## src/rtl/mem_dump_reader.sv

```systemverilog
// mem_dump_reader: reads every data-memory word and streams it out LSB-first over a valid/ready byte channel
module mem_dump_reader #(
  parameter int NB_DATA_BUS    = 32,
  parameter int NB_DATA        = 8,
  parameter int N_ADDRESS      = 64,
  parameter int NB_ADDRESS     = $clog2(N_ADDRESS),
  parameter int MEM_RD_LATENCY = 1
) (
  input  logic                   i_clk,
  input  logic                   i_rst_n,
  input  logic                   i_start,
  input  logic                   i_abort,
  output logic [NB_ADDRESS-1:0]  o_r_addr,
  output logic                   o_r_en,
  output logic                   o_r_signing,
  output logic [1:0]             o_r_addressing,
  input  logic [NB_DATA_BUS-1:0] i_r_data,
  output logic [NB_DATA-1:0]     o_tx_data,
  output logic                   o_tx_valid,
  input  logic                   i_tx_ready,
  output logic                   o_busy,
  output logic                   o_done
);
  localparam int N_BYTES     = NB_DATA_BUS / NB_DATA;
  localparam int NB_BYTE_CNT = N_BYTES > 1 ? $clog2(N_BYTES) : 1;
  localparam int NB_LAT      = $clog2(MEM_RD_LATENCY + 1);
  localparam logic [NB_ADDRESS-1:0]  LAST_ADDR = NB_ADDRESS'(N_ADDRESS - N_BYTES);
  localparam logic [NB_ADDRESS-1:0]  STEP      = NB_ADDRESS'(N_BYTES);
  localparam logic [NB_BYTE_CNT-1:0] LAST_BYTE = NB_BYTE_CNT'(N_BYTES - 1);
  localparam logic [NB_LAT-1:0]      LAST_LAT  = NB_LAT'(MEM_RD_LATENCY - 1);
  typedef enum logic [2:0] {IDLE, READ, WAIT, SEND, DONE} state_t;
  state_t                 state;
  logic [NB_ADDRESS-1:0]  addr;
  logic [NB_DATA_BUS-1:0] shreg;
  logic [NB_BYTE_CNT-1:0] byte_cnt;
  logic [NB_LAT-1:0]      lat_cnt;
  logic                   abort_pend;
  assign o_r_addr       = addr;
  assign o_r_signing    = 1'b0;
  assign o_r_addressing = 2'b11;
  // Outputs are registered: each transition sets the values the next state presents.
  always_ff @(posedge i_clk or negedge i_rst_n) begin
    if (!i_rst_n) begin
      state      <= IDLE;
      addr       <= '0;
      shreg      <= '0;
      byte_cnt   <= '0;
      lat_cnt    <= '0;
      abort_pend <= 1'b0;
      o_r_en     <= 1'b0;
      o_tx_data  <= '0;
      o_tx_valid <= 1'b0;
      o_busy     <= 1'b0;
      o_done     <= 1'b0;
    end else begin
      o_r_en <= 1'b0;
      o_done <= 1'b0;
      case (state)
        IDLE: if (i_start) begin
          state  <= READ;
          o_r_en <= 1'b1;
          o_busy <= 1'b1;
        end
        READ: if (i_abort) begin
          state  <= IDLE;
          addr   <= '0;
          o_busy <= 1'b0;
        end else begin
          state   <= WAIT;
          lat_cnt <= '0;
        end
        WAIT: if (i_abort) begin
          state  <= IDLE;
          addr   <= '0;
          o_busy <= 1'b0;
        end else if (lat_cnt == LAST_LAT) begin
          state      <= SEND;
          shreg      <= i_r_data;
          o_tx_data  <= i_r_data[NB_DATA-1:0];
          o_tx_valid <= 1'b1;
          byte_cnt   <= '0;
          abort_pend <= 1'b0;
        end else begin
          lat_cnt <= lat_cnt + 1'b1;
        end
        SEND: if (i_tx_ready) begin
          shreg     <= shreg >> NB_DATA;
          o_tx_data <= shreg[2*NB_DATA-1:NB_DATA];
          byte_cnt  <= byte_cnt + 1'b1;
          if (i_abort || abort_pend) begin
            state      <= IDLE;
            addr       <= '0;
            o_tx_valid <= 1'b0;
            o_busy     <= 1'b0;
            abort_pend <= 1'b0;
          end else if (byte_cnt == LAST_BYTE) begin
            o_tx_valid <= 1'b0;
            if (addr == LAST_ADDR) begin
              state  <= DONE;
              o_done <= 1'b1;
            end else begin
              state  <= READ;
              addr   <= addr + STEP;
              o_r_en <= 1'b1;
            end
          end
        end else if (i_abort) begin
          abort_pend <= 1'b1;
        end
        DONE: begin
          state  <= IDLE;
          addr   <= '0;
          o_busy <= 1'b0;
        end
        default: begin
          state      <= IDLE;
          addr       <= '0;
          o_tx_valid <= 1'b0;
          o_busy     <= 1'b0;
        end
      endcase
    end
  end
endmodule

```

## config.mk

```make
export PLATFORM = sky130hd
export DESIGN_NAME = mem_dump_reader
export DESIGN_NICKNAME = d
export VERILOG_FILES = /design/src/rtl/mem_dump_reader.sv
export SDC_FILE = /design/constraint.sdc
export NUM_CORES = 1
export LEC_CHECK = 0
export CORE_MARGIN = 3
export CORE_UTILIZATION = 51
export CTS_BUF_LIST = sky130_fd_sc_hd__clkbuf_4
export DETAILED_ROUTE_END_ITERATION = 8
export HOLD_SLACK_MARGIN = 0.1
export PLACE_DENSITY = 0.84
export SLEW_MARGIN = 20
export SYNTH_ARGS = -nofsm -noshare
export SYNTH_HDL_FRONTEND = slang
export SYNTH_SLANG_ARGS = --single-unit
```

## constraint.sdc

```tcl
create_clock -name i_clk -period 1.8 [get_ports i_clk]
set_input_delay 0.18 -clock i_clk [delete_from_list [all_inputs] [get_ports i_clk]]
set_output_delay 0.18 -clock i_clk [all_outputs]
set_load 0.1 [all_outputs]
```

# Word-level counts from Yosys, hierarchy flattened
# Index checks and enable logic that the tools add are counted.
[word_totals]
ff_bits = 57
word_cells = 105
in_bits = 37
out_inout_bits = 21
[classes]
n_reduce_logical = 13
bitwise = 2
n_mux = 58
addsub = 3
n_eq_ne = 18
[op_table]
columns = ["cell", "n"]
rows = [
  ["$mux 32", 3],
  ["$pmux 32 s2", 1],
  ["$mux 6", 5],
  ["$mux 1", 26],
  ["$mux 8", 3],
  ["$mux 3", 7],
  ["$pmux 6 s3", 1],
  ["$pmux 8 s2", 1],
  ["$ne 3x3->1 const B", 5],
  ["$reduce_and 5->1", 3],
  ["$ne 2x2->1 const B", 6],
  ["$pmux 3 s4", 1],
  ["$reduce_and 4->1", 3],
  ["$mux 2", 4],
  ["$add 6x3->6 const B", 1],
  ["$eq 3x2->1 const B", 2],
  ["$eq 6x6->1 const B", 1],
  ["$pmux 1 s2", 3],
  ["$pmux 1 s3", 2],
  ["$pmux 2 s2", 1],
  ["$reduce_bool 2->1", 2],
  ["$eq 3x1->1 const B", 1],
  ["$eq 3x3->1 const B", 1],
  ["$logic_not 3->1", 1],
  ["9 further kinds", 10],
]

# Logic depth before layout (Yosys ltp)
# Gate-level depths: netlist of run 1.
[depth]
depth_word = 6
mapped_depth = 7

# Worst setup path before layout of run 1
# No wires, ideal clock.
[synth_path]
kind = "flip-flop to flip-flop"
from = "reg addr[2] (netlist: o_r_addr[2])"
to = "reg addr[4] (netlist: o_r_addr[4])"
required_time_ns = 1.677
path_stages_with_launch = 5
setup_ns = 0.123
t_arrival_ns = 1.878
path_buffers = 0
path_slack_ns = -0.202
path_cell_list = "dfrtp_1 ha_1 nand3_1 and3_1 a32o_1"
[synth_between]
elab_chain_cells = 6
elab_cells_between_ends = 9
cone_classes = "add/sub: 1; eq/ne: 2; mux: 5; reduce/logical: 1"
[synth_rtl]
columns = ["element", "line", "text"]
rows = [
  ["from (decl)", "33", "logic [NB_ADDRESS-1:0] addr;"],
  ["from (signal assigned)", "103", "addr <= addr + STEP;"],
  ["$add 6x3->6", "103", ""],
  ["$mux 6", "98", "if (addr == LAST_ADDR) begin"],
  ["$mux 6", "96", "end else if (byte_cnt == LAST_BYTE) begin"],
  ["$mux 6", "90", "if (i_abort || abort_pend) begin"],
  ["$mux 6", "86", "SEND: if (i_tx_ready) begin"],
  ["$pmux 6 s3", "58", "case (state)"],
]
# Parallel ways exist; a longest one is shown, timed or not. The select of a mux whose other input is x is not followed.
# A chain may end at the register's enable or synchronous reset.

# Worst setup path after layout of run 1
[layout_path]
from = "reg state[0]"
to = "reg addr[3] (netlist: o_r_addr[3])"
[layout_between]
elab_chain_cells = 4
elab_cells_between_ends = 12
cone_classes = "eq/ne: 7; mux: 1; bitwise: 1; reduce/logical: 3"
[layout_rtl]
columns = ["element", "line", "text"]
rows = [
  ["from (decl)", "32", "state_t state;"],
  ["from (signal assigned)", "44", "state <= IDLE;"],
  ["from (signal assigned)", "60", "state <= READ;"],
  ["from (signal assigned)", "65", "state <= IDLE;"],
  ["$eq 3x2->1 or $eq 3x1->1 (tied branches)", "58", ""],
  ["$reduce_or 2->1 (no line)", "--", ""],
  ["$ne 2x1->1 (no line)", "--", ""],
  ["$reduce_and 5->1 (no line)", "--", ""],
]
# Parallel ways exist; a longest one is shown, timed or not.

==> metrics.txt, run 1 <==
area delta synth->final=25.1%; ant diodes=0; largest net degree at the start of global routing=47; Leak Pwr=1.43 nW; critical path depth=4; fin crit period=1.57 ns; synthesized area=2280 sq um; crit-path max FO=13; WP data arrival=1.85 ns; Die H=72.9 um; Final period util=87.3%; Inserted Clock Buffers=5; delay of the slowest critical-path stage=0.61 ns; CORE AREA=4140 sq um; Post-synth EDFFs=0; GPL Wtd Cong=0.827; DR WL/cell=14.0 um; WHS=around 0.32 ns; clock skew=around 0.014 ns; Clock Latency Late Sink=0.36 ns; r2r setup slk=0.23 ns; Final setup viols=0; Reg area=between 1000 and 1500 sq um; status=finished, final reports clean; area of the multi-input gates=between 900 and 1000 sq um; Initial Util=55.0%; I/O Buffers=52; layout cells sized above 1=15.8%; Routed Antenna Nets=0; die footprint=between 5000 and 6000 sq um; Slew Viols, Final=0; Max Cap Viol=0; most common cell after layout, fill and taps aside=dfrtp_1; reg2reg path depth=4; power density cells=1660 nW/um^2; Crit. End Element=flop; global-route wire length before repair=7550 um; initial antenna violation count=0; worst path cell trace=nand3b_1, nor3_2, nand4_1, o22ai_1; gr usage total=18.4%; Clock Pin Slew Worst Setup and Hold Paths=roughly 0.12 ns; DR vias/cell=5.38; CP startpoint kind=flop; vias in the first global route=1673; Filler cells=337; Worst Hold Class=in2async; Mapped Cells=around 220; Final TNS setup=0 ns; CP Buf/Inv Count=0; Overflow after GRT=0; flops & latches, synth=between 40 and 50; ys flop type=dfrtp_1; DRT iter0 DRCs=97; Final Hold Fails=0; slowest stage cell, crit path=dfrtp_1; Clock Path Buffers=2; root buf cell=clkbuf_4; Synth async-reset ratio=100%; layout net count=304; CTS sink cnt=46; post-synth cell types=40; via count=1696; Peak Freq=0.637 GHz; Die X=72.9 um; most frequent cells in the layout=dfrtp_1 (43), clkdlybuf4s50_1 (35), nand2_1 (27); row count=23; Worst path top cell family by delay=simple AND/OR/NAND/NOR gates; # IOs=58; critical path class=reg2reg; syn avg cell area=10.5 sq um; reg2reg start=state[0]; CTS tree=done; HPWL after DPL=3250 um; RSZ-0062 raised after global routing=false; Routed WL=4400 um; post-synthesis sequential area ratio=50.5%; first-pass detailed-route iteration total=4; CP required=2.08 ns; worst IR drop on VDD=743 uV; YS warnings=0; H-tree levels=2; reg2reg end=o_r_addr[3]; # DRC=0
-- worst max-delay path by stage --
stage / from / to
floorplan: o_r_addr[5] / o_r_addr[4]
global placement: i_tx_ready / o_r_addr[2]
detailed placement: i_tx_ready / o_r_addr[2]
CTS: state[0] / o_r_addr[3]
global route: state[0] / o_r_addr[3]
finish: state[0] / o_r_addr[3]
-- metrics by stage --
step           setup WS, ns  area (sq um)  cells  total power, mW  util (%)
2_1_floorplan        0.0151          2290    221             3.72         -
3_3_place_gp          0.226          2760    306             4.09      66.6
3_5_place_dp          0.151          2760    306             4.16      66.6
4_1_cts               0.223          2850    315             4.78      68.8
5_1_grt               0.102          2850    315             5.06      68.8
6_report              0.229          2850    315             4.75      68.8
-- registers in the layout (all words and copies together), names as in the netlist --
name / flops
o_done: 1
o_tx_valid: 1
byte_cnt: 2
o_busy: 1
o_r_en: 1
abort_pend: 1
o_tx_data: 7
state: 3
shreg: 25
o_r_addr: 4
-- cell usage after synthesis (all sizes together) (3+ instances only) --
cell type	instances	area share [%]
a21oi	4	0.88
o21ai	32	7.2
nand2	27	4.4
nor2	9	1.5
dfrtp	46	50
nand3	3	0.88
ha	3	1.6
mux2i	25	11
inv	5	0.82
buf	24	7.6
nand4	3	0.82
a22o	9	3.5
-- where the power goes --
group / internal, mW / total, mW / leakage, nW / switching (mW)
Sequential: 1.45 / 1.73 / 0.582 / 0.278
Clock: 0.308 / 0.633 / 0.0419 / 0.324
Combinational: 0.813 / 2.39 / 0.802 / 1.57
Total: 2.57 / 4.75 / 1.43 / 2.18
-- cell type report --
type                            instances  share of cell area, %
Clock buffer                            6                   1.58
Clock inverter                          2                   1.32
Inverter                                5                  0.658
Multi-Input combinational cell        145                   33.3
Sequential cell                        46                   40.5
Tap cell                               50                   2.19
Timing Repair Buffer                   61                   20.4
-- worst min-delay path, delay by kind of cell --
kind,cells,cell delay (ns)
buffers and inverters,3,0.88
-- cell families after synthesis --
group,count (synthesis),share of synthesized area (%)
AOI/OAI and AO/OA,57,15.8
xor gates and xnor gates,1,0.384
adders and majority gates,3,1.65
buffers and inverters,30,8.62
DFF,46,50.5
muxes,26,11.5
other,2,0.329
and+or+nand+nor,53,11.3
-- per-layer routing --
metal	vias up	part of all wire (%)	global-route usage [%]
li1	841	-	-
met1	798	45	22.5
met2	51	47	30.5
met3	6	6.3	5.23
met4	0	1.7	7.38
met5	-	0	0
-- repair_timing --
action,in CTS,in global routing
buffers inserted,0,0
hold buffers,1,0
resized for setup,0,0
endpoints found under the hold margin,46,0
Power figures use the tool's default switching activity.
==> inputs of run 2 (changes only) <==
Settings changed: CAP_MARGIN set to 5.
==> results of run 2 <==
Same layout as run 1: the final DEF is identical, and so are final timing and power.
==> inputs of run 3 (changes only) <==
Settings changed: CORE_MARGIN 3 to unset.
==> run 3 against run 2 <==
Against the previous run:
- design area shrank 2.2%
- critical path depth is the same
- cell count down 0.95%
- die area down 11%
- sequential power about the same
- non-clock buffer count down 3
- worst hold slack lost 0.020 ns
- maximum frequency increased by 1.7%
- flip-flop and latch count stayed put
- critical endpoint is now shreg[19]
- largest cell class unchanged
- highest routed layer unchanged
==> metrics.txt, run 3 (synthesized netlist as in run 1, its figures left out) <==
status=finished, final reports clean; Final setup viols=0; Largest Register=shreg; delay of the slowest critical-path stage=0.54 ns; placed instance area=~2700 sq um; Clock Pin Slew Worst Setup and Hold Paths=0.12 ns; Max Cap Viol=0; CP required=~2 ns; met2 WL post-DR=approximately 2000 um; Clock Path Buffers=2; reg2reg path depth=4; row count=23; Overflow after GRT=0; Routed met3 length=204 um; Post-Layout Inst Area=2790 sq um; most common cell after layout, fill and taps aside=dfrtp_1; reg2reg end=shreg[19]; final setup margin=0.255 ns; postcts setup bufs=0; crit-path max FO=24; Filler cells=between 300 and 400; Slew Viols, Final=0; WP data arrival=1.79 ns; Worst Hold Class=in2async; CORE AREA=4140 sq um; Final period util=85.8%; dpl ws=0.150 ns; Clock Latency Late Sink=0.36 ns; Routed WL=~4400 um; DP Cell Count=303; gr usage total=20.4%; largest net degree at the start of global routing=59; root buf cell=clkbuf_4; H-tree levels=2; max reg flops=25; Final TNS setup=0 ns; layout cells sized above 1=~15%; total power=4.56 mW; CP startpoint kind=flop; fin crit period=between 1.5 and 2 ns; end of the critical path=shreg[19]; layout net count=around 300; DRT iter0 DRCs=~100; first-pass detailed-route iteration total=4; area delta synth->final=22.4%; CTS sink cnt=46; # DRC=0; Initial Util=55.0%; reg2reg start=state[0]; Die X=68.9 um; worst IR drop on VDD=between 600 and 700 uV; slowest stage cell, crit path=dfrtp_2; Routed Antenna Nets=0; Final Instance Count excl. Fillers=roughly 310; wl on met1=between 2000 and 2500 um; # IOs=58; Setup crit start=state[0]; Die H=68.9 um; power density cells=1630 nW/um^2; vias in the first global route=1468; GPL Wtd Cong=0.884; via count=~1700; ant diodes=0; Crit. End Element=flop; I/O Buffers=52; top layer in use=met4; CTS tree=done; HPWL after DPL=3070 um; Inserted Clock Buffers=5; most frequent cells in the layout=dfrtp_1 (42), clkdlybuf4s50_1 (35), nand2_1 (27); r2r setup slk=roughly 0.25 ns; RSZ-0062 raised after global routing=false; global-route wire length before repair=between 6000 and 7000 um; Leak Pwr=approximately 1.4 nW; critical path class=reg2reg; initial antenna violation count=0; DR WL/cell=14.1 um; worst path cell trace=nand3b_1, buf_4, mux2i_1, o21ai_1; die footprint=about 4700 sq um; Final Hold Fails=0; clock skew=0.00891 ns; Peak Freq=0.647 GHz; DR vias/cell=5.38
==> run 3: cell count changes in the layout (fill, tap and decap cells not counted) <==
cell / change
buf_12: -1
buf_4: -2
bufinv_16: -1
clkinv_1: +1
clkinv_2: +1
clkinvlp_4: -1
dfrtp_1: -1
dfrtp_2: +1
==> run 3: report_power, final <==
part	switching, mW	internal (mW)
registers	0.299	1.45
clock network	0.317	0.162
logic	1.56	0.763
total	2.18	2.38
==> run 3: timing repair <==
| item | CTS | global route |
|---|---|---|
| endpoints found under the setup margin | 0 | 2 |
| resized for setup | 0 | 1 |
| endpoints found under the hold margin | 46 | 0 |
| hold buffers | 1 | 0 |
==> run 3: worst min-delay path by stage <==
stage / start / to / slack (ns) / cells after the start
finish: i_rst_n / o_r_addr[3] / 0.30 / 3
global route: i_rst_n / o_r_addr[3] / 0.32 / 3
CTS: i_rst_n / o_tx_data[4] / 0.31 / 3
detailed placement: i_rst_n / shreg[27] / 0.18 / 2
global placement: i_rst_n / o_done / 0.18 / 2
floorplan: i_rst_n / abort_pend / -0.12 / 0
==> run 3: final cells by class <==
cell class,count,area (sq um),share of cell area [%]
clock buffer,6,45.0,1.61
clock inverter,2,8.76,0.314
sequential,46,1160,41.4
timing repair buffer,58,548,19.6
tap,50,62.6,2.24
inverter,5,18.8,0.673
multi-input combinational,145,951,34.1
==> run 3: stage by stage <==
stage / utilization (%) / hold WS [ns]
after CTS: 67.3 / 0.307
final: 67.3 / 0.303
after global routing: 67.3 / 0.319
after global placement: 65.8 / 0.175
after detailed placement: 65.8 / 0.179
after floorplan: - / -0.116
==> run 3: layer usage <==
layer,up-vias,GRT usage (%)
met3,12,3.45
met5,-,0
met2,53,29.1
li1,839,-
met4,0,11.7
met1,776,29.1
==> run 3: worst max-delay path, delay by kind of cell, from the launching register on <==
kind                   cells  cell delay, ns
flip-flops                 1            0.54
multiplexers               1            0.25
buffers and inverters      1            0.39
AND/OR/NAND/NOR            1            0.16
AO/OA/AOI/OAI              1            0.08
